File: src/rtl/axi_lite_apb_bridge_pkg.sv
// Shared types for the AXI4-Lite to APB4 bridge: FSM state encoding and AXI response codes.
package apb_bridge_pkg;

  typedef enum logic [2:0] {
    IDLE,
    SETUP,
    ACCESS,
    BRESP,
    RRESP
  } state_e;

  localparam logic [1:0] RESP_OKAY   = 2'b00;
  localparam logic [1:0] RESP_SLVERR = 2'b10;

  function automatic logic [1:0] apb_resp(input logic slverr);
    return slverr ? RESP_SLVERR : RESP_OKAY;
  endfunction

endpackage

File: src/rtl/axi_lite_apb_bridge_if.sv
// AXI4-Lite and APB4 bundles; the bridge takes axi_lite_if.slave and drives apb_if.master.
interface axi_lite_if #(
  parameter int ADDR_W = 32,
  parameter int DATA_W = 32
);
  localparam int STRB_W = DATA_W / 8;

  logic [ADDR_W-1:0] awaddr;
  logic [2:0]        awprot;
  logic              awvalid;
  logic              awready;
  logic [DATA_W-1:0] wdata;
  logic [STRB_W-1:0] wstrb;
  logic              wvalid;
  logic              wready;
  logic [1:0]        bresp;
  logic              bvalid;
  logic              bready;
  logic [ADDR_W-1:0] araddr;
  logic [2:0]        arprot;
  logic              arvalid;
  logic              arready;
  logic [DATA_W-1:0] rdata;
  logic [1:0]        rresp;
  logic              rvalid;
  logic              rready;

  modport master (
    output awaddr, awprot, awvalid, wdata, wstrb, wvalid, bready,
    output araddr, arprot, arvalid, rready,
    input  awready, wready, bresp, bvalid, arready, rdata, rresp, rvalid
  );

  modport slave (
    input  awaddr, awprot, awvalid, wdata, wstrb, wvalid, bready,
    input  araddr, arprot, arvalid, rready,
    output awready, wready, bresp, bvalid, arready, rdata, rresp, rvalid
  );
endinterface

interface apb_if #(
  parameter int ADDR_W = 32,
  parameter int DATA_W = 32
);
  localparam int STRB_W = DATA_W / 8;

  logic [ADDR_W-1:0] paddr;
  logic [2:0]        pprot;
  logic              psel;
  logic              penable;
  logic              pwrite;
  logic [DATA_W-1:0] pwdata;
  logic [STRB_W-1:0] pstrb;
  logic [DATA_W-1:0] prdata;
  logic              pready;
  logic              pslverr;

  modport master (
    output paddr, pprot, psel, penable, pwrite, pwdata, pstrb,
    input  prdata, pready, pslverr
  );

  modport slave (
    input  paddr, pprot, psel, penable, pwrite, pwdata, pstrb,
    output prdata, pready, pslverr
  );
endinterface

File: src/rtl/axi_lite_apb_bridge.sv
// Single-outstanding AXI4-Lite slave to APB4 master; accept to bvalid/rvalid is 3 cycles plus APB waits.
// Ready is only ever given in IDLE, so upstream is fully back-pressured while a transfer is in flight.
module axi_lite_apb_bridge
  import apb_bridge_pkg::*;
#(
  parameter int ADDR_W = 32,
  parameter int DATA_W = 32
) (
  input logic        aclk,
  input logic        areset,
  axi_lite_if.slave  s_axi,
  apb_if.master      m_apb
);
  localparam int STRB_W = DATA_W / 8;

  state_e            state_q, state_d;
  logic              prio_q, prio_d;
  logic [ADDR_W-1:0] paddr_q, paddr_d;
  logic [2:0]        pprot_q, pprot_d;
  logic              pwrite_q, pwrite_d;
  logic [DATA_W-1:0] pwdata_q, pwdata_d;
  logic [STRB_W-1:0] pstrb_q, pstrb_d;
  logic [DATA_W-1:0] rdata_q, rdata_d;
  logic [1:0]        bresp_q, bresp_d;
  logic [1:0]        rresp_q, rresp_d;

  logic wr_elig, tie, grant_rd, grant_wr;
  logic awready_c, wready_c, arready_c;

  // A write needs both AW and W present; prio_q = 1 means the write wins the next tie.
  assign wr_elig  = s_axi.awvalid && s_axi.wvalid;
  assign tie      = wr_elig && s_axi.arvalid;
  assign grant_rd = s_axi.arvalid && (!wr_elig || !prio_q);
  assign grant_wr = wr_elig && (!s_axi.arvalid || prio_q);

  always_ff @(posedge aclk or posedge areset) begin
    if (areset) begin
      state_q  <= IDLE;
      prio_q   <= 1'b0;
      paddr_q  <= '0;
      pprot_q  <= '0;
      pwrite_q <= 1'b0;
      pwdata_q <= '0;
      pstrb_q  <= '0;
      rdata_q  <= '0;
      bresp_q  <= RESP_OKAY;
      rresp_q  <= RESP_OKAY;
    end else begin
      state_q  <= state_d;
      prio_q   <= prio_d;
      paddr_q  <= paddr_d;
      pprot_q  <= pprot_d;
      pwrite_q <= pwrite_d;
      pwdata_q <= pwdata_d;
      pstrb_q  <= pstrb_d;
      rdata_q  <= rdata_d;
      bresp_q  <= bresp_d;
      rresp_q  <= rresp_d;
    end
  end

  always_comb begin
    state_d   = state_q;
    prio_d    = prio_q;
    paddr_d   = paddr_q;
    pprot_d   = pprot_q;
    pwrite_d  = pwrite_q;
    pwdata_d  = pwdata_q;
    pstrb_d   = pstrb_q;
    rdata_d   = rdata_q;
    bresp_d   = bresp_q;
    rresp_d   = rresp_q;
    awready_c = 1'b0;
    wready_c  = 1'b0;
    arready_c = 1'b0;

    unique case (state_q)
      IDLE: begin
        if (grant_rd) begin
          arready_c = 1'b1;
          paddr_d   = s_axi.araddr;
          pprot_d   = s_axi.arprot;
          pwrite_d  = 1'b0;
          pstrb_d   = '0;
          state_d   = SETUP;
        end else if (grant_wr) begin
          awready_c = 1'b1;
          wready_c  = 1'b1;
          paddr_d   = s_axi.awaddr;
          pprot_d   = s_axi.awprot;
          pwdata_d  = s_axi.wdata;
          pstrb_d   = s_axi.wstrb;
          pwrite_d  = 1'b1;
          state_d   = SETUP;
        end
        if (tie) begin
          prio_d = !prio_q;
        end
      end
      SETUP: begin
        state_d = ACCESS;
      end
      ACCESS: begin
        if (m_apb.pready) begin
          if (pwrite_q) begin
            bresp_d = apb_resp(m_apb.pslverr);
            state_d = BRESP;
          end else begin
            rresp_d = apb_resp(m_apb.pslverr);
            rdata_d = m_apb.prdata;
            state_d = RRESP;
          end
        end
      end
      BRESP: begin
        if (s_axi.bready) begin
          state_d = IDLE;
        end
      end
      RRESP: begin
        if (s_axi.rready) begin
          state_d = IDLE;
        end
      end
      default: begin
        state_d = IDLE;
      end
    endcase
  end

  assign s_axi.awready = awready_c;
  assign s_axi.wready  = wready_c;
  assign s_axi.arready = arready_c;
  assign s_axi.bvalid  = (state_q == BRESP);
  assign s_axi.bresp   = bresp_q;
  assign s_axi.rvalid  = (state_q == RRESP);
  assign s_axi.rresp   = rresp_q;
  assign s_axi.rdata   = rdata_q;

  // Control strobes decode straight from the state register so an async reset drops them at once.
  assign m_apb.psel    = (state_q == SETUP) || (state_q == ACCESS);
  assign m_apb.penable = (state_q == ACCESS);
  assign m_apb.paddr   = paddr_q;
  assign m_apb.pprot   = pprot_q;
  assign m_apb.pwrite  = pwrite_q;
  assign m_apb.pwdata  = pwdata_q;
  assign m_apb.pstrb   = pstrb_q;

endmodule

File: src/flat_wrapper.sv
// flat-port wrapper written by rule: the top's interface ports become plain ports
module axi_lite_apb_bridge_flat import apb_bridge_pkg::*;
#(
  parameter int ADDR_W = 32,
  parameter int DATA_W = 32
)
  (aclk, areset, s_axi_awaddr, s_axi_awprot, s_axi_awvalid, s_axi_wdata, s_axi_wstrb, s_axi_wvalid, s_axi_bready, s_axi_araddr, s_axi_arprot, s_axi_arvalid, s_axi_rready, s_axi_awready, s_axi_wready, s_axi_bresp, s_axi_bvalid, s_axi_arready, s_axi_rdata, s_axi_rresp, s_axi_rvalid, m_apb_paddr, m_apb_pprot, m_apb_psel, m_apb_penable, m_apb_pwrite, m_apb_pwdata, m_apb_pstrb, m_apb_prdata, m_apb_pready, m_apb_pslverr);
  axi_lite_if #(.ADDR_W(ADDR_W), .DATA_W(DATA_W)) s_axi_i ();
  apb_if #(.ADDR_W(ADDR_W), .DATA_W(DATA_W)) m_apb_i ();
  input logic aclk;
  input logic areset;
  input wire logic [$bits(s_axi_i.awaddr)-1:0] s_axi_awaddr;
  input wire logic [$bits(s_axi_i.awprot)-1:0] s_axi_awprot;
  input wire logic [$bits(s_axi_i.awvalid)-1:0] s_axi_awvalid;
  input wire logic [$bits(s_axi_i.wdata)-1:0] s_axi_wdata;
  input wire logic [$bits(s_axi_i.wstrb)-1:0] s_axi_wstrb;
  input wire logic [$bits(s_axi_i.wvalid)-1:0] s_axi_wvalid;
  input wire logic [$bits(s_axi_i.bready)-1:0] s_axi_bready;
  input wire logic [$bits(s_axi_i.araddr)-1:0] s_axi_araddr;
  input wire logic [$bits(s_axi_i.arprot)-1:0] s_axi_arprot;
  input wire logic [$bits(s_axi_i.arvalid)-1:0] s_axi_arvalid;
  input wire logic [$bits(s_axi_i.rready)-1:0] s_axi_rready;
  output wire logic [$bits(s_axi_i.awready)-1:0] s_axi_awready;
  output wire logic [$bits(s_axi_i.wready)-1:0] s_axi_wready;
  output wire logic [$bits(s_axi_i.bresp)-1:0] s_axi_bresp;
  output wire logic [$bits(s_axi_i.bvalid)-1:0] s_axi_bvalid;
  output wire logic [$bits(s_axi_i.arready)-1:0] s_axi_arready;
  output wire logic [$bits(s_axi_i.rdata)-1:0] s_axi_rdata;
  output wire logic [$bits(s_axi_i.rresp)-1:0] s_axi_rresp;
  output wire logic [$bits(s_axi_i.rvalid)-1:0] s_axi_rvalid;
  output wire logic [$bits(m_apb_i.paddr)-1:0] m_apb_paddr;
  output wire logic [$bits(m_apb_i.pprot)-1:0] m_apb_pprot;
  output wire logic [$bits(m_apb_i.psel)-1:0] m_apb_psel;
  output wire logic [$bits(m_apb_i.penable)-1:0] m_apb_penable;
  output wire logic [$bits(m_apb_i.pwrite)-1:0] m_apb_pwrite;
  output wire logic [$bits(m_apb_i.pwdata)-1:0] m_apb_pwdata;
  output wire logic [$bits(m_apb_i.pstrb)-1:0] m_apb_pstrb;
  input wire logic [$bits(m_apb_i.prdata)-1:0] m_apb_prdata;
  input wire logic [$bits(m_apb_i.pready)-1:0] m_apb_pready;
  input wire logic [$bits(m_apb_i.pslverr)-1:0] m_apb_pslverr;
  assign s_axi_i.awaddr = s_axi_awaddr;
  assign s_axi_i.awprot = s_axi_awprot;
  assign s_axi_i.awvalid = s_axi_awvalid;
  assign s_axi_i.wdata = s_axi_wdata;
  assign s_axi_i.wstrb = s_axi_wstrb;
  assign s_axi_i.wvalid = s_axi_wvalid;
  assign s_axi_i.bready = s_axi_bready;
  assign s_axi_i.araddr = s_axi_araddr;
  assign s_axi_i.arprot = s_axi_arprot;
  assign s_axi_i.arvalid = s_axi_arvalid;
  assign s_axi_i.rready = s_axi_rready;
  assign s_axi_awready = s_axi_i.awready;
  assign s_axi_wready = s_axi_i.wready;
  assign s_axi_bresp = s_axi_i.bresp;
  assign s_axi_bvalid = s_axi_i.bvalid;
  assign s_axi_arready = s_axi_i.arready;
  assign s_axi_rdata = s_axi_i.rdata;
  assign s_axi_rresp = s_axi_i.rresp;
  assign s_axi_rvalid = s_axi_i.rvalid;
  assign m_apb_paddr = m_apb_i.paddr;
  assign m_apb_pprot = m_apb_i.pprot;
  assign m_apb_psel = m_apb_i.psel;
  assign m_apb_penable = m_apb_i.penable;
  assign m_apb_pwrite = m_apb_i.pwrite;
  assign m_apb_pwdata = m_apb_i.pwdata;
  assign m_apb_pstrb = m_apb_i.pstrb;
  assign m_apb_i.prdata = m_apb_prdata;
  assign m_apb_i.pready = m_apb_pready;
  assign m_apb_i.pslverr = m_apb_pslverr;
  axi_lite_apb_bridge #(.ADDR_W(ADDR_W), .DATA_W(DATA_W)) u_core (.aclk(aclk), .areset(areset), .s_axi(s_axi_i), .m_apb(m_apb_i));
endmodule
File: config.mk
export PLATFORM = sky130hd
export DESIGN_NAME = axi_lite_apb_bridge_flat
export DESIGN_NICKNAME = d
export VERILOG_FILES = /design/src/rtl/axi_lite_apb_bridge_pkg.sv /design/src/rtl/axi_lite_apb_bridge_if.sv /design/src/rtl/axi_lite_apb_bridge.sv /design/src/flat_wrapper.sv
export SDC_FILE = /design/constraint.sdc
export NUM_CORES = 1
export LEC_CHECK = 0
export CAP_MARGIN = 20
export CORE_ASPECT_RATIO = 1.2
export CORE_MARGIN = 2
export CORE_UTILIZATION = 35
export DETAILED_ROUTE_END_ITERATION = 10
export GPL_TIMING_DRIVEN = 1
export MAX_ROUTING_LAYER = met4
export PLACE_DENSITY = 0.85
export SYNTH_ARGS = -nofsm -noshare
export SYNTH_HDL_FRONTEND = slang
export SYNTH_SLANG_ARGS = --single-unit
export TNS_END_PERCENT = 50
File: constraint.sdc
create_clock -name aclk -period 3.16 [get_ports aclk]
set_input_delay 0.474 -clock aclk [delete_from_list [all_inputs] [get_ports aclk]]
set_output_delay 0.474 -clock aclk [all_outputs]
set_load 0.02 [all_outputs]
# Word-level counts from Yosys, hierarchy flattened
# Index checks and enable logic that the tools add are counted.
[totals] register_bits=112 in_bits=147 output_inout_bits=115 wordCells=59
[op_classes] muxes=21 eq_ne=8 bitwise_logic=2 reduce_logical=18
[ops] cell="$mux W32" n=2
[ops] cell="$mux W3" n=8
[ops] cell="$pmux W3 S5" n=1
[ops] cell="$reduce_and A3 Y1" n=3
[ops] cell="$mux W4" n=2
[ops] cell="$mux W1" n=7
[ops] cell="$eq A3 B2 Y1 const B" n=2
[ops] cell="$logic_and A1 B1 Y1" n=4
[ops] cell="$ne A2 B2 Y1 const B" n=2
[ops] cell="$reduce_and A2 Y1" n=2
[ops] cell="$reduce_and A4 Y1" n=1
[ops] cell="$eq A3 B1 Y1 const B" n=1
[ops] cell="$eq A3 B3 Y1 const B" n=1
[ops] cell="$logic_not A1 Y1" n=3
[ops] cell="$logic_not A3 Y1" n=1
[ops] cell="$logic_or A1 B1 Y1" n=3
[ops] cell="$ne A3 B1 Y1 const B" n=1
[ops] cell="$mux W2" n=1
[ops] cell="$ne A2 B1 Y1 const B" n=1
[ops] cell="$not A1 Y1" n=2
[ops] cell="$reduce_bool A2 Y1" n=1

# Longest topological paths before layout
[logic_depth] ltp_word=6 ltp_mapped=6 ltp_nobuf=3

# Worst setup path before layout
# No wires, ideal clock.
[synth_timing] path_type="reg2out" start="register u_core.state_q[1]" end="output port s_axi_wready" required_ns=2.686 stages_incl_launch_ff=7 path_slack_ns=1.306 path_buffers=4 t_arrival_ns=1.380 path_cell_list="dfrtp_1 buf_4 nor3_4 o2111a_1 buf_6 buf_6 buf_4"
[synth_via] elab_chain_len=2
[synth_rtl] item="start: declaration" line_no="axi_lite_apb_bridge.sv:16" source="state_e state_q, state_d;"
[synth_rtl] item="start signal: assignment" line_no="axi_lite_apb_bridge.sv:49" source="state_q <= state_d;"
[synth_rtl] item="$logic_not A3 Y1"
[synth_rtl] item="$mux W1"
[synth_rtl] item="end: declaration" line_no="flat_wrapper.sv:24" source="output wire logic [$bits(s_axi_i.wready)-1:0] s_axi_wready;"
# Every way passes these cells.

# Worst setup path in the final report
[layout_timing] start="register u_core.state_q[1]" end="output port s_axi_wready"
[layout_via] elab_chain_len=2
[layout_rtl] item="$logic_not A3 Y1" line_no="axi_lite_apb_bridge.sv:77" source="unique case (state_q)"
[layout_rtl] item="$mux W1" line_no="axi_lite_apb_bridge.sv:77"
# Every way passes these cells.

==> out/metrics.yaml <==
clock_tree:
  cts_tree: "built"
  cts_hold_buf: 0
  cts_resized: 0
  clk_pin_slew_ps: 70
  clk-insertion-delay-late_ps: 340
  numCtsBuffers: 9
  cts_max_level: 3
  post_cts_buffers: 0
  cts_buffer_depth: 2
  clock-sinks: 110
  root_buffer: "clkbuf_16"
power_and_ir_drop:
  power.density_mw_per_mm2: 1010
  ir_drop_mv: 0.541
  leakage_nw: 3.27
global_routing:
  grt_pass1_vias: 4495
  antenna_found_initial: 0
  grt-ovfl-total: 0
  grtUsageTotal_pct: 19.9
  grt_max_degree: 111
  grt_pass1_wl_um: 23000
sta:
  rsz0062_at_grt: "no"
  skew_ps: 9.44
  finalSetupTns_ps: 0
  fin_crit_ps: 2480
  whs_ps: 490
  fmax_mhz: 403
  worst_pin_slew_ps: 575
  slew_viol_final: 0
  hold_violations: 0
  setup_viol: 0
  fin_crit_sh_pct: 78.6
  maxSlewHeadroom_pct: 61.7
yosys:
  synth_mux_area_share_pct: 17.6
  synthDistinctLibCells: 32
  async_flop_share_pct: 100
  synth_fa_ha_area_share_pct: 0
  synth-compound-area-share_pct: 13.8
  synth_edf_count: 0
  yosys_warnings: 0
  yosys_most_used_dff: "dfrtp_1"
  yosysTopAreaCell: "dfrtp_1"
  synth_top_family_by_area: "multiplexers"
  ys_seq_elements: 110
  postSynthAreaPerCell_sq_um: 12.3
  syn-cell-area_sq_mm: 0.00483
  synth.top_cell.area_share_pct: 57.0
  syn_inst: 394
  ys_seq_area_share_pct: 57.0
  synthTopCellsByArea: "dfrtp_1 57%, mux2_4 9.0%, mux2_2 5.4%, a31oi_1 4.7%, nand3_1 3.8%"
  yosys.area_share.simple_pct: 6.14
  synth_xor_area_share_pct: 0.363
min_path:
  hold_class: "register to register"
  whs_path_depth: 1
  min_to: "u_core.m_apb.pwdata[11]"
  worstHoldStart: "u_core.m_apb.pwdata[11]"
floorplanning:
  dieArea_sq_mm: 0.0148
  die_h_um: 133
  start_util_pct: 35.4
  coreArea_sq_mm: 0.0136
  die_w_um: 111
  rows: 47
  ios: 262
worst_setup_path:
  crit_buf_inv: 1
  crit_fanout: 8
  crit_chain: "nor3_4 -> o2111a_2 -> clkdlybuf4s50_1"
  cp-end-kind: "primary output"
  required_ps: 2690
  path_delay_family: "buffers and inverters"
  start_kind: "register"
  crit_type: "register to primary output"
  cp.arrival_ps: 2010
  rrSetupSlack_ps: 1150
  worst_path_largest_cell_delay_ps: 620
  r2r-start: "u_core.state_q[1]"
  reg2reg_to: "u_core.m_apb.pprot[1]"
  worst_path_max_delay_cell: "clkdlybuf4s50_1"
  r2r_cells: 5
routing:
  first_iter_violations: 228
  avgRoutedWirePerCell_um: 17.8
  vias: 4232
  drc: 0
  wl_um: 14400
  avgViaCountPerCell: 5.21
  first_pass_iters: 6
  antenna_left: 0
flow_run:
  drv_cap: 0
layout:
  layout_commonest_cell: "clkdlybuf4s50_1"
  nets: 784
  insertedDiodeCount: 0
  area_delta_synth_final_pct: 62.3
  fillCellCount: 1125
  mostFrequentLayoutCells: "258 x clkdlybuf4s50_1, 110 x dfrtp_1, 37 x o21ai_0, 37 x nand3_1"
  drive_gt1_share_pct: 13.3
placement:
  gp_congestion: 0.838
  hpwl_um: 10600
  numPortBuffers: 259
run_status:
  outcome: "completed"
## how the worst max path moves through the flow
stage,depth (start not counted),slack [ps],start,endpoint
final,3,680,u_core.state_q[1],s_axi_wready
after floorplan,6,1310,u_core.state_q[1],s_axi_wready
after global placement,3,740,s_axi_wvalid,s_axi_wready
after detailed placement,3,730,s_axi_wvalid,s_axi_wready
after global routing,3,590,u_core.state_q[1],s_axi_wready
after CTS,3,640,u_core.state_q[1],s_axi_wready
## worst register-to-register path: stages (launching register included)
cell,delay (ps)
dfrtp_1,480
nor3_4,280
buf_4,420
and2_1,190
buf_4,330
a31oi_1,170
## cell usage after synthesis (4+ instances only)
| cell | instances |
|---|---|
| nand3_1 | 37 |
| dfrtp_1 | 110 |
| mux2_2 | 23 |
| mux2_1 | 14 |
| a31oi_1 | 36 |
| buf_4 | 6 |
| buf_6 | 6 |
| mux2_4 | 29 |
| o21ai_0 | 37 |
| clkbuf_1 | 19 |
| a21oi_1 | 36 |
| buf_2 | 8 |
| a22o_1 | 4 |
## sequential cells by signal, indices dropped and copies added, names as in the netlist
| register | count |
|---|---|
| u_core.s_axi.bresp | 1 |
| u_core.m_apb.pwdata | 32 |
| u_core.m_apb.pstrb | 4 |
| u_core.m_apb.pprot | 3 |
| u_core.state_q | 3 |
| u_core.s_axi.rdata | 32 |
| u_core.m_apb.paddr | 32 |
| u_core.s_axi.rresp | 1 |
| u_core.prio_q | 1 |
| u_core.m_apb.pwrite | 1 |
## routing by layer
metal	vias to the layer above	wire, um	track usage, %
met4	0	301	7.54
li1	1912	-	-
met5	-	0	-
met2	222	7680	34.8
met1	2074	5360	22.3
met3	24	1080	4.17
## through the flow
step / setup WS (ps) / power (W) / util (%) / cell area, sq um / instances
floorplan: 1310 / 0.00474 / - / 4840 / 395
global placement: 739 / 0.00656 / 55.1 / 7510 / 797
detailed placement: 729 / 0.00671 / 55.1 / 7510 / 797
CTS: 640 / 0.00797 / 57.4 / 7840 / 812
global route: 588 / 0.00829 / 57.4 / 7840 / 812
finish: 677 / 0.00788 / 57.4 / 7840 / 812
## power by group
part | internal, W | leakage [nW] | total, W | switching, W
Clock | 0.000731 | 0.161 | 0.00122 | 0.000487
Sequential | 0.00212 | 1.30 | 0.00255 | 0.000431
Combinational | 0.00213 | 1.81 | 0.00411 | 0.00198
## area by class of cell
class	count	area (sq um)	share of cell area [%]
flip-flops and latches	110	2750	35.1
repair buffers	270	2690	34.3
multi-input cells	242	1840	23.5
clock buffers	11	253	3.22
well taps	171	214	2.73
clock inverters	4	70.1	0.894
inverters	4	18.8	0.239
## logic make-up after synthesis
kind of cell,Yosys count
and+or+nand+nor,54
xor gates and xnor gates,2
DFF,110
AOI/OAI and AO/OA,118
buffers and inverters,43
other,1
muxes,66
(Power assumes the default switching activity.)
